--- config.mk ---
export PLATFORM = sky130hd
export DESIGN_NAME = osc_clkgen_mc
export DESIGN_NICKNAME = d
export VERILOG_FILES = /design/src/rtl/osc_clkgen_mc.sv
export SDC_FILE = /design/constraint.sdc
export NUM_CORES = 1
export LEC_CHECK = 0
export CAP_MARGIN = 20
export CORE_ASPECT_RATIO = 0.7
export CORE_MARGIN = 2
export CORE_UTILIZATION = 54
export DETAILED_ROUTE_END_ITERATION = 10
export PLACE_DENSITY = 0.79
export SLEW_MARGIN = 30
export SYNTH_ARGS = -nofsm -noshare
export SYNTH_HDL_FRONTEND = slang
export SYNTH_SLANG_ARGS = --single-unit
--- constraint.sdc ---
create_clock -name clk -period 2.9 [get_ports clk]
set_input_delay 0.58 -clock clk [delete_from_list [all_inputs] [get_ports clk]]
set_output_delay 0.58 -clock clk [all_outputs]
set_load 0.01 [all_outputs]
--- src/rtl/osc_clkgen_mc.sv ---
// Multi-channel oscillator emulator: per-channel square wave from clk
// with trim, start-up delay, clean stop and a ready flag.
module osc_clkgen_mc #(
    parameter int NCH     = 4,
    parameter int CW      = 7,
    parameter int CNTW    = 16,
    parameter int HBASE   = 1,
    parameter int STARTUP = 8
) (
    input  logic              clk,
    input  logic              reset,
    input  logic [NCH-1:0]    en,
    input  logic [NCH*CW-1:0] cfg,
    output logic [NCH-1:0]    cko,
    output logic [NCH-1:0]    tick,
    output logic [NCH-1:0]    rdy
);

    localparam int SW = ($clog2(STARTUP) > 0) ? $clog2(STARTUP) : 1;

    typedef enum logic [1:0] {
        ST_OFF,
        ST_START,
        ST_RUN,
        ST_STOP
    } state_t;

    for (genvar g = 0; g < NCH; g++) begin : g_ch
        state_t          st_q, st_d;
        logic [SW-1:0]   scnt_q, scnt_d;
        logic [CNTW-1:0] cnt_q, cnt_d;
        logic [CNTW-1:0] half_q, half_d;
        logic            cko_q, cko_d;
        logic            tick_q, tick_d;
        logic            rdy_q, rdy_d;
        logic [CNTW-1:0] trim;
        logic            wrap;

        assign trim = CNTW'(HBASE) + CNTW'(cfg[g*CW +: CW]);
        assign wrap = (cnt_q == half_q - 1'b1);

        // next-state: start-up count, phase counting, trim latch, clean stop
        always_comb begin
            st_d   = st_q;
            scnt_d = scnt_q;
            cnt_d  = cnt_q;
            half_d = half_q;
            cko_d  = cko_q;
            unique case (st_q)
                ST_OFF: begin
                    cko_d = 1'b0;
                    cnt_d = '0;
                    if (en[g]) begin
                        st_d   = ST_START;
                        scnt_d = '0;
                    end
                end
                ST_START: begin
                    if (!en[g]) begin
                        st_d = ST_OFF;
                    end else if (scnt_q == SW'(STARTUP - 1)) begin
                        st_d   = ST_RUN;
                        cnt_d  = '0;
                        half_d = trim;
                    end else begin
                        scnt_d = scnt_q + 1'b1;
                    end
                end
                ST_RUN: begin
                    if (wrap) begin
                        cnt_d = '0;
                        cko_d = ~cko_q;
                        // trim only takes effect at a falling toggle
                        if (cko_q) half_d = trim;
                    end else begin
                        cnt_d = cnt_q + 1'b1;
                    end
                    if (!en[g]) begin
                        if (!cko_q) begin
                            st_d  = ST_OFF;
                            cnt_d = '0;
                            cko_d = 1'b0;
                        end else if (wrap) begin
                            st_d = ST_OFF;
                        end else begin
                            st_d = ST_STOP;
                        end
                    end
                end
                ST_STOP: begin
                    if (wrap) begin
                        cnt_d = '0;
                        cko_d = 1'b0;
                        st_d  = ST_OFF;
                    end else begin
                        cnt_d = cnt_q + 1'b1;
                    end
                end
                default: begin
                    st_d  = ST_OFF;
                    cnt_d = '0;
                    cko_d = 1'b0;
                end
            endcase
            tick_d = cko_d & ~cko_q;
            rdy_d  = (st_d == ST_RUN);
        end

        // channel state registers with synchronous reset
        always_ff @(posedge clk) begin
            if (reset) begin
                st_q   <= ST_OFF;
                scnt_q <= '0;
                cnt_q  <= '0;
                half_q <= '0;
                cko_q  <= 1'b0;
                tick_q <= 1'b0;
                rdy_q  <= 1'b0;
            end else begin
                st_q   <= st_d;
                scnt_q <= scnt_d;
                cnt_q  <= cnt_d;
                half_q <= half_d;
                cko_q  <= cko_d;
                tick_q <= tick_d;
                rdy_q  <= rdy_d;
            end
        end

        assign cko[g]  = cko_q;
        assign tick[g] = tick_q;
        assign rdy[g]  = rdy_q;
    end

endmodule

Yosys cells after proc, flatten, opt, wreduce, memory -nomap -nowiden. Index checks and enable logic that the tools add are counted.

Logic and storage cells: 236. Bits in latches: 0. Input bits: 34. Bits in writable memories: 0. Output and inout bits: 12. Memories: 0. Bits in registers: 160. Bits in read-only memories: 0.

Divide/modulo/power cells: 0. Bitwise operators: 8. $lt $le $gt $ge: 0. Mux-type cells: 112. Shift operators: 0. Add/sub/neg operators: 16. Multipliers: 0. Reductions and logical operators: 24. Equality and inequality tests: 48.

Operators by type and width (count): $mux 16 (36); $pmux 16 s4 (4); $pmux 16 s2 (4); $add 16x1->16 const B (4); $eq 16x16->1 (4); $sub 16x1->16 const B (4); $mux 2 (28); $ne 2x2->1 const B (24); $mux 3 (12); $add 1x7->8 const A (4); $pmux 2 s4 (4); $eq 2x2->1 const B (12); $pmux 3 s2 (4); $reduce_and 5->1 (4); $mux 1 (16); $reduce_and 4->1 (4); $reduce_bool 2->1 (8); $add 3x1->3 const B (4); $eq 3x3->1 const B (4); $pmux 1 s3 (4); $eq 2x1->1 const B (4); $logic_not 2->1 (4); $reduce_and 2->1 (4); $and 1x1->1 (4); $not 1->1 (4).

Longest topological paths before layout. Gate-level depths: netlist of run 1.

Word-level depth: 7. Depth in mapped cells: 13. Depth with buffers taken out: 13.

Least setup slack after synthesis of run 1. OpenSTA, ideal clock, no wires.

Path type: reg2reg. From: reg g_ch[3].half_q[2]. To: reg g_ch[3].rdy_q. Slack: 0.121 ns. Clock period less this slack: 2.779 ns. Data required time: 2.786 ns. Data arrival time: 2.665 ns. Library setup time: 0.114 ns. Cell stages (with the launch flop): 14. Buffers on the path: 0. Cell sequence: dfxtp_1 nor3_1 nand2_1 nor3_1 ha_1 xnor2_1 nor4_1 nand2_1 nor4_2 nand2_1 ha_1 nand3b_1 nand2_1 a2111oi_0.

Cells in the longest elaborated chain, start to end: 7. Elaborated cells between the ends (all ways): 8. Classes of those cells: 1 x add/sub; 2 x eq/ne; 5 x mux.

Ends and longest elaborated chain: start: declaration (RTL line 32) `logic [CNTW-1:0] half_q, half_d;`; start signal: assignment (RTL line 123) `half_q <= half_d;`; $sub 16x1->16 * (RTL line 40) `assign wrap = (cnt_q == half_q - 1'b1);`; $eq 16x16->1 * (RTL line 40); $mux 2 (RTL line 83) `end else if (wrap) begin`; $mux 2 (RTL line 79) `if (!cko_q) begin`; $mux 2 (RTL line 78) `if (!en[g]) begin`; $pmux 2 s4 * (RTL line 49) `unique case (st_q)`; $eq 2x2->1 * (RTL line 106) `rdy_d = (st_d == ST_RUN);`; end signal: assignment (RTL line 126) `rdy_q <= rdy_d;`; end: declaration (RTL line 35) `logic rdy_q, rdy_d;`.

Mark *: on every way between the ends. The rest lies on a longest branch, timed or not. A chain may end at the register's enable or synchronous reset.

Worst setup path in the final report of run 1.
From: reg g_ch[1].half_q[3]. To: reg g_ch[1].cnt_q[10].

Cells in the longest elaborated chain, start to end: 6.

Ends and longest elaborated chain: start: declaration (RTL line 32); start signal: assignment (RTL line 123); $sub 16x1->16 * (RTL line 40); $eq 16x16->1 * (RTL line 40); $mux 16 * (RTL line 70, 91); $mux 16 (RTL line 79); $mux 16 (RTL line 78); $pmux 16 s4 * (RTL line 49); end signal: assignment (RTL line 122) `cnt_q <= cnt_d;`; end: declaration (RTL line 31) `logic [CNTW-1:0] cnt_q, cnt_d;`.

Marked as above.

==> impl_metrics.json, run 1 <==
{
  "design.core.area_um2": 13360,
  "async_flop_share_pct": 0,
  "antenna_found_initial": 0,
  "min_path_type": "flip-flop to flip-flop",
  "synth_top_family_by_area": "simple AND/OR/NAND/NOR gates",
  "path_max_fanout": 9,
  "yosysSeqAreaShare_pct": 34.26,
  "synth_top_area_share_pct": 34.26,
  "arrival_ps": 3040,
  "diodes": 0,
  "synthTopCellsByArea": "dfxtp_1 34%, xnor2_1 6.2%, ha_1 4.7%",
  "power_frac_seq_pct": 41.0,
  "first_pass_iters": 5,
  "route.met2.wl_um": 7658,
  "peakVddDrop_v": 0.0004864,
  "ant_nets": 0,
  "nFillCells": 1094,
  "synthMuxAreaShare_pct": 4.048,
  "power.density_nw_per_um2": 494.3,
  "synth_edf_count": 0,
  "regArea_um2": 2565,
  "clkPwrFrac_pct": 48.7,
  "fin_cells": 1169,
  "r2r_end": "g_ch[1].cnt_q[10]",
  "status": "completed",
  "placed_cells": 1136,
  "netlist_area_um2": 7480,
  "cts.hold.buffers_added": 0,
  "clock_sink_count": 128,
  "multi_input_area_um2": 4750,
  "holdCritStartpoint": "g_ch[0].scnt_q[1]",
  "root_buffer": "clkbuf_16",
  "hold_depth": 2,
  "synth_compound_area_share_pct": 13.63,
  "highest_layer": "met4",
  "place_hpwl_um": 11810,
  "skew_ps": 12.67,
  "finalPower_mw": 4.427,
  "synthDistinctLibCells": 68,
  "area_growth_pct": 19.74,
  "port_buffers": 45,
  "met1_length_um": 8562,
  "rsz0062_at_grt": "yes",
  "cts_made_buffers": 17,
  "io_pins": 46,
  "synth.yosys.warnings": 0,
  "synthXorXnorAreaFrac_pct": 10.89,
  "worstMarginPinSlew_ps": 923.7,
  "period_share_pct": 95.33,
  "initial_core_util_pct": 56.00,
  "ys_ff_latch": 128,
  "synth_cells": 917,
  "fmax_ghz": 0.3617,
  "htree_num_levels": 4,
  "grt_pass1_wl_um": 28440,
  "clockBufferDepth": 2,
  "yosys.area.top_type": "dfxtp_1",
  "grt_overflow": 0,
  "reg2reg_depth": 11,
  "fin_hold_ws_ps": 476.4,
  "setup_viol": 0,
  "drive_above_1_share_pct": 10.98,
  "rr_startpoint": "g_ch[1].half_q[3]",
  "nets": 1033,
  "drt-vias-per-instance": 5.747,
  "combPwrFrac_pct": 10.2,
  "wl_met3_um": 989,
  "die_area_um2": 14820,
  "routedWlPerCell_um": 14.77,
  "clkSlewWorstSetupHoldPaths_ps": 50,
  "crit_required_ps": 3180,
  "r2r_slack_ps": 140,
  "die_height_um": 102.5,
  "rows": 35,
  "startpoint_type": "flip-flop",
  "synthSimpleGateAreaFrac_pct": 28.14,
  "grt_max_degree": 75,
  "gp_congestion": 0.8939,
  "p_sw_mw": 1.037,
  "synth_fa_ha_area_share_pct": 4.684,
  "slew_headroom_pct": 38.05,
  "routed_wl_um": 17270,
  "max_cap_violations": 0,
  "synth_ff_type": "dfxtp_1",
  "p_leak_nw": 3.499,
  "num_vias": 6718,
  "cts_tree": "done",
  "synth.avg_cell_area_um2": 8.157,
  "hold_path_end": "g_ch[0].scnt_q[1]",
  "finalHoldViolations": 0,
  "maxSlewViolCount": 0,
  "p_int_mw": 3.390,
  "fin_util_pct": 67.05,
  "grtUsageTotal_pct": 23.81,
  "drt_iter0_drc": 468,
  "grt_pass1_vias": 5938,
  "swShare_pct": 23.43,
  "setup.worst_path.class": "flip-flop to flip-flop",
  "die_x_um": 144.7,
  "clk_latency_ps": 410,
  "synth_nets": 979,
  "critPathLaunch": "g_ch[1].half_q[3]",
  "cp-end-kind": "flip-flop",
  "fin_crit_ps": 2765,
  "drc": 0
}
## critical path: stages (launching register included)
cell	delay, ps
dfxtp_2	320
or3_4	400
nor4_4	220
ha_1	270
xnor2_1	130
nor4_1	180
nand3_1	200
nor3_2	310
a211oi_4	140
buf_4	210
a21oi_1	150
mux2i_1	100
## kinds of logic after synthesis
group,count (synthesis)
AO/OA/AOI/OAI,150
XOR/XNOR,93
adder cells (fa/ha/maj),28
buffers and inverters,71
flip-flops,128
multiplexers,30
AND/OR/NAND/NOR,417
## what timing repair did
action                                  CTS  global route
endpoints found under the setup margin    4            71
resized for setup                         3            30
buffers inserted                          0             1
pin swaps                                 0            19
## synth_stat cells (6+ instances only)
library cell	instances
a211oi_1	8
a21o_1	6
a21oi_1	43
a22o_1	7
a31o_2	6
a31oi_1	8
and2_1	7
and3_1	27
and4_1	7
buf_4	12
clkbuf_1	23
dfxtp_1	128
ha_1	28
inv_1	27
mux2i_1	28
nand2_1	86
nand2b_1	9
nand3_1	62
nand4_1	20
nor2_1	93
nor2b_1	16
nor3_1	39
nor3b_1	6
nor4_1	13
o21ai_0	25
or3_1	14
xnor2_1	53
xor2_1	40
## sequential cells by signal, indices dropped and copies added (netlist names)
register / cells
g_ch.cko_q: 4
g_ch.cnt_q: 64
g_ch.half_q: 32
g_ch.rdy_q: 4
g_ch.scnt_q: 12
g_ch.st_q: 8
g_ch.tick_q: 4
## layout make-up
cell class | instances | share of cell area, %
clock inverter | 10 | 1.509
sequential | 128 | 28.64
tap | 185 | 2.585
inverter | 28 | 1.174
clock buffer | 22 | 5.183
timing repair buffer | 78 | 7.879
multi-input combinational | 718 | 53.03
## how the worst max path moves through the flow
stage	slack [ps]	depth (start not counted)	to
4_1_cts	20	13	g_ch[1].st_q[1]
3_3_place_gp	40	11	g_ch[1].tick_q
6_report	140	11	g_ch[1].cnt_q[10]
5_1_grt	-80	11	g_ch[1].cnt_q[10]
3_5_place_dp	-110	11	g_ch[1].cko_q
2_1_floorplan	120	13	g_ch[3].rdy_q
## power by group through the flow
stage / clock network, mW / logic (mW) / registers, mW
CTS: 2.18 / 0.425 / 1.81
finish: 2.16 / 0.452 / 1.82
global placement: 0 / 0.410 / 1.85
detailed placement: 0 / 0.418 / 1.85
global route: 2.27 / 0.502 / 1.82
floorplan: 0 / 0.269 / 1.84
## routing by layer
layer	GRT usage (%)	vias to the layer above
met4	4.257	0
li1	-	3389
met1	34.80	3135
met3	5.576	6
met5	0	-
met2	36.31	188
## metrics by stage
stage | setup slack [ps] | cell area, µm² | TNS [ps]
2_1_floorplan | 120.6 | 7480 | 0
5_1_grt | -78.85 | 8956 | -418.6
6_report | 135.4 | 8956 | 0
4_1_cts | 16.56 | 8811 | 0
3_3_place_gp | 38.63 | 8194 | 0
3_5_place_dp | -111.8 | 8194 | -278.3
## layout by cell type (no fill, tap or decap), types with 7 or more instances in the layout
cell type | Yosys | final
nor3_1 | 39 | 32
a211oi_1 | 8 | 7
xor2_1 | 40 | 40
nor4_1 | 13 | 11
a22o_1 | 7 | 7
xnor2_1 | 53 | 53
dfxtp_1 | 128 | 126
nand3_1 | 62 | 62
mux2i_1 | 28 | 28
inv_1 | 27 | 27
buf_4 | 12 | 32
o21ai_0 | 25 | 24
a31oi_1 | 8 | 7
clkdlybuf4s50_1 | 0 | 44
nor2_1 | 93 | 93
and2_1 | 7 | 7
or3_1 | 14 | 13
ha_1 | 28 | 27
nand2_1 | 86 | 85
nand4_1 | 20 | 20
nor3_2 | 0 | 7
nor2b_1 | 16 | 16
clkbuf_16 | 0 | 17
and3_1 | 27 | 27
a21oi_1 | 43 | 41
nand2b_1 | 9 | 9
Power figures use the tool's default switching activity.
==> run 2: changes to the inputs <==
- CORE_MARGIN: 2 -> unset
==> impl_metrics.json, run 2 (same netlist as run 1, synthesis figures left out) <==
{
  "initial_core_util_pct": 56.18,
  "diodes": 0,
  "crit_required_ps": 3200,
  "r2r_end": "g_ch[3].rdy_q",
  "place_hpwl_um": 11860,
  "drt_iter0_drc": 501,
  "finalHoldViolations": 0,
  "maxSlewViolCount": 0,
  "clk_latency_ps": 420,
  "grt_overflow": 0,
  "first_pass_iters": 5,
  "min_path_type": "flip-flop to flip-flop",
  "largest_reg_flops": 64,
  "grt_pass1_vias": 6155,
  "slew_headroom_pct": 44.45,
  "drt-vias-per-instance": 5.745,
  "clkSlewWorstSetupHoldPaths_ps": 60,
  "fin_crit_ps": 2801,
  "rows": 35,
  "die_height_um": 100.5,
  "cts.hold.buffers_added": 0,
  "r2r_slack_ps": 100,
  "skew_ps": 7.640,
  "setup_viol": 0,
  "grt_max_degree": 74,
  "hold_path_end": "g_ch[2].half_q[7]",
  "placed_area_um2": 8182,
  "startpoint_type": "flip-flop",
  "top_register": "g_ch.cnt_q",
  "fmax_ghz": 0.3570,
  "period_share_pct": 96.59,
  "power.density_nw_per_um2": 494.7,
  "num_vias": 6745,
  "grt_pass1_wl_um": 29210,
  "routedWlPerCell_um": 14.91,
  "hold_depth": 2,
  "dp_slack_ps": -137.1,
  "path_max_fanout": 6,
  "final_common_cell": "dfxtp_1",
  "arrival_ps": 3100,
  "io_pins": 46,
  "drc": 0,
  "final_area_um2": 9084,
  "area_growth_pct": 21.45,
  "status": "completed",
  "rsz0062_at_grt": "yes",
  "die_area_um2": 14330,
  "max_cap_violations": 0,
  "setup.worst_path.class": "flip-flop to flip-flop",
  "peakVddDrop_v": 0.0003284,
  "grtUsageTotal_pct": 25.38,
  "root_buffer": "clkbuf_16",
  "gp_congestion": 0.8933,
  "p_leak_nw": 3.565,
  "largestRegisters": "g_ch.cnt_q x64, g_ch.half_q x32, g_ch.scnt_q x12",
  "nets": 1039,
  "die_x_um": 142.7,
  "port_buffers": 45,
  "holdCritStartpoint": "g_ch[2].half_q[7]",
  "cts_tree": "done",
  "htree_num_levels": 4,
  "cp-end-kind": "flip-flop",
  "drive_above_1_share_pct": 12.54,
  "worstMarginPinSlew_ps": 833.2,
  "antenna_found_initial": 0,
  "clockBufferDepth": 2,
  "nFillCells": 1092,
  "design.core.area_um2": 13310,
  "cts_made_buffers": 17,
  "routed_wl_um": 17510,
  "reg2reg_depth": 11,
  "rr_startpoint": "g_ch[3].half_q[3]",
  "clock_sink_count": 128,
  "final_cell_mix": "127 x dfxtp_1, 93 x nor2_1, 85 x nand2_1",
  "layout_setup_ws_ps": 98.91,
  "ant_nets": 0
}
==> run 2: stage by stage <==
step | power (mW) | setup TNS (ps) | util (%) | hold WS (ps) | cells
finish | 4.494 | 0 | 68.23 | 484.1 | 1174
global route | 4.659 | -848.5 | 68.23 | 495.8 | 1174
CTS | 4.464 | -19.60 | 66.17 | 480.0 | 1167
detailed placement | 2.270 | -385.5 | 61.46 | 470.8 | 1136
global placement | 2.261 | -13.34 | 61.46 | 460.7 | 1136
floorplan | 2.111 | 0 | - | 445.6 | 917
==> run 2: worst max-delay path by stage <==
| stage | from | end | slack (ps) | depth (start not counted) |
|---|---|---|---|---|
| 2_1_floorplan | g_ch[3].half_q[2] | g_ch[3].rdy_q | 120 | 13 |
| 3_3_place_gp | g_ch[1].half_q[2] | g_ch[1].st_q[1] | -6 | 13 |
| 3_5_place_dp | g_ch[1].half_q[2] | g_ch[1].tick_q | -140 | 11 |
| 4_1_cts | g_ch[1].half_q[2] | g_ch[1].cnt_q[8] | -20 | 10 |
| 5_1_grt | g_ch[1].half_q[2] | g_ch[1].st_q[1] | -130 | 13 |
| 6_report | g_ch[3].half_q[3] | g_ch[3].rdy_q | 100 | 11 |
==> run 2: final cells by class <==
type / instances / area, µm² / area share (%)
Inverter: 28 / 105.1 / 1.157
Tap cell: 185 / 231.5 / 2.548
Clock inverter: 11 / 165.2 / 1.818
Timing Repair Buffer: 83 / 738.2 / 8.127
Sequential cell: 128 / 2564 / 28.22
Multi-Input combinational cell: 719 / 4843 / 53.32
Clock buffer: 20 / 436.7 / 4.807
==> run 2: timing repair <==
item	4_1_cts	5_1_grt
pin swaps	2	17
gates resized for setup	4	47
buffers inserted	0	6
setup endpoints to repair	22	95
gates cloned	0	1
==> run 2: per-layer routing <==
layer,global-route usage [%],wire [µm],share of wire [%]
met5,0,0,0
met4,7.692,212,1.2
met3,4.561,805,4.6
met2,39.10,7657,44
met1,36.06,8833,50
==> run 2: power by group <==
| group | internal, mW | total (mW) | switching [mW] |
|---|---|---|---|
| logic | 0.224 | 0.476 | 0.253 |
| clock network | 1.43 | 2.20 | 0.772 |
| registers | 1.78 | 1.82 | 0.0331 |
| total | 3.44 | 4.49 | 1.06 |
==> run 2: worst max-delay path, cell delays in order, from the launching register on <==
cell and delay (ps):
dfxtp_1 320, nor3_2 230, nand2_1 130, nor3_2 170, ha_1 270, xnor2_2 150, nor4_2 140, nand2_1 120
nor4_4 340, buf_4 210, a21oi_1 190, a2111oi_1 420
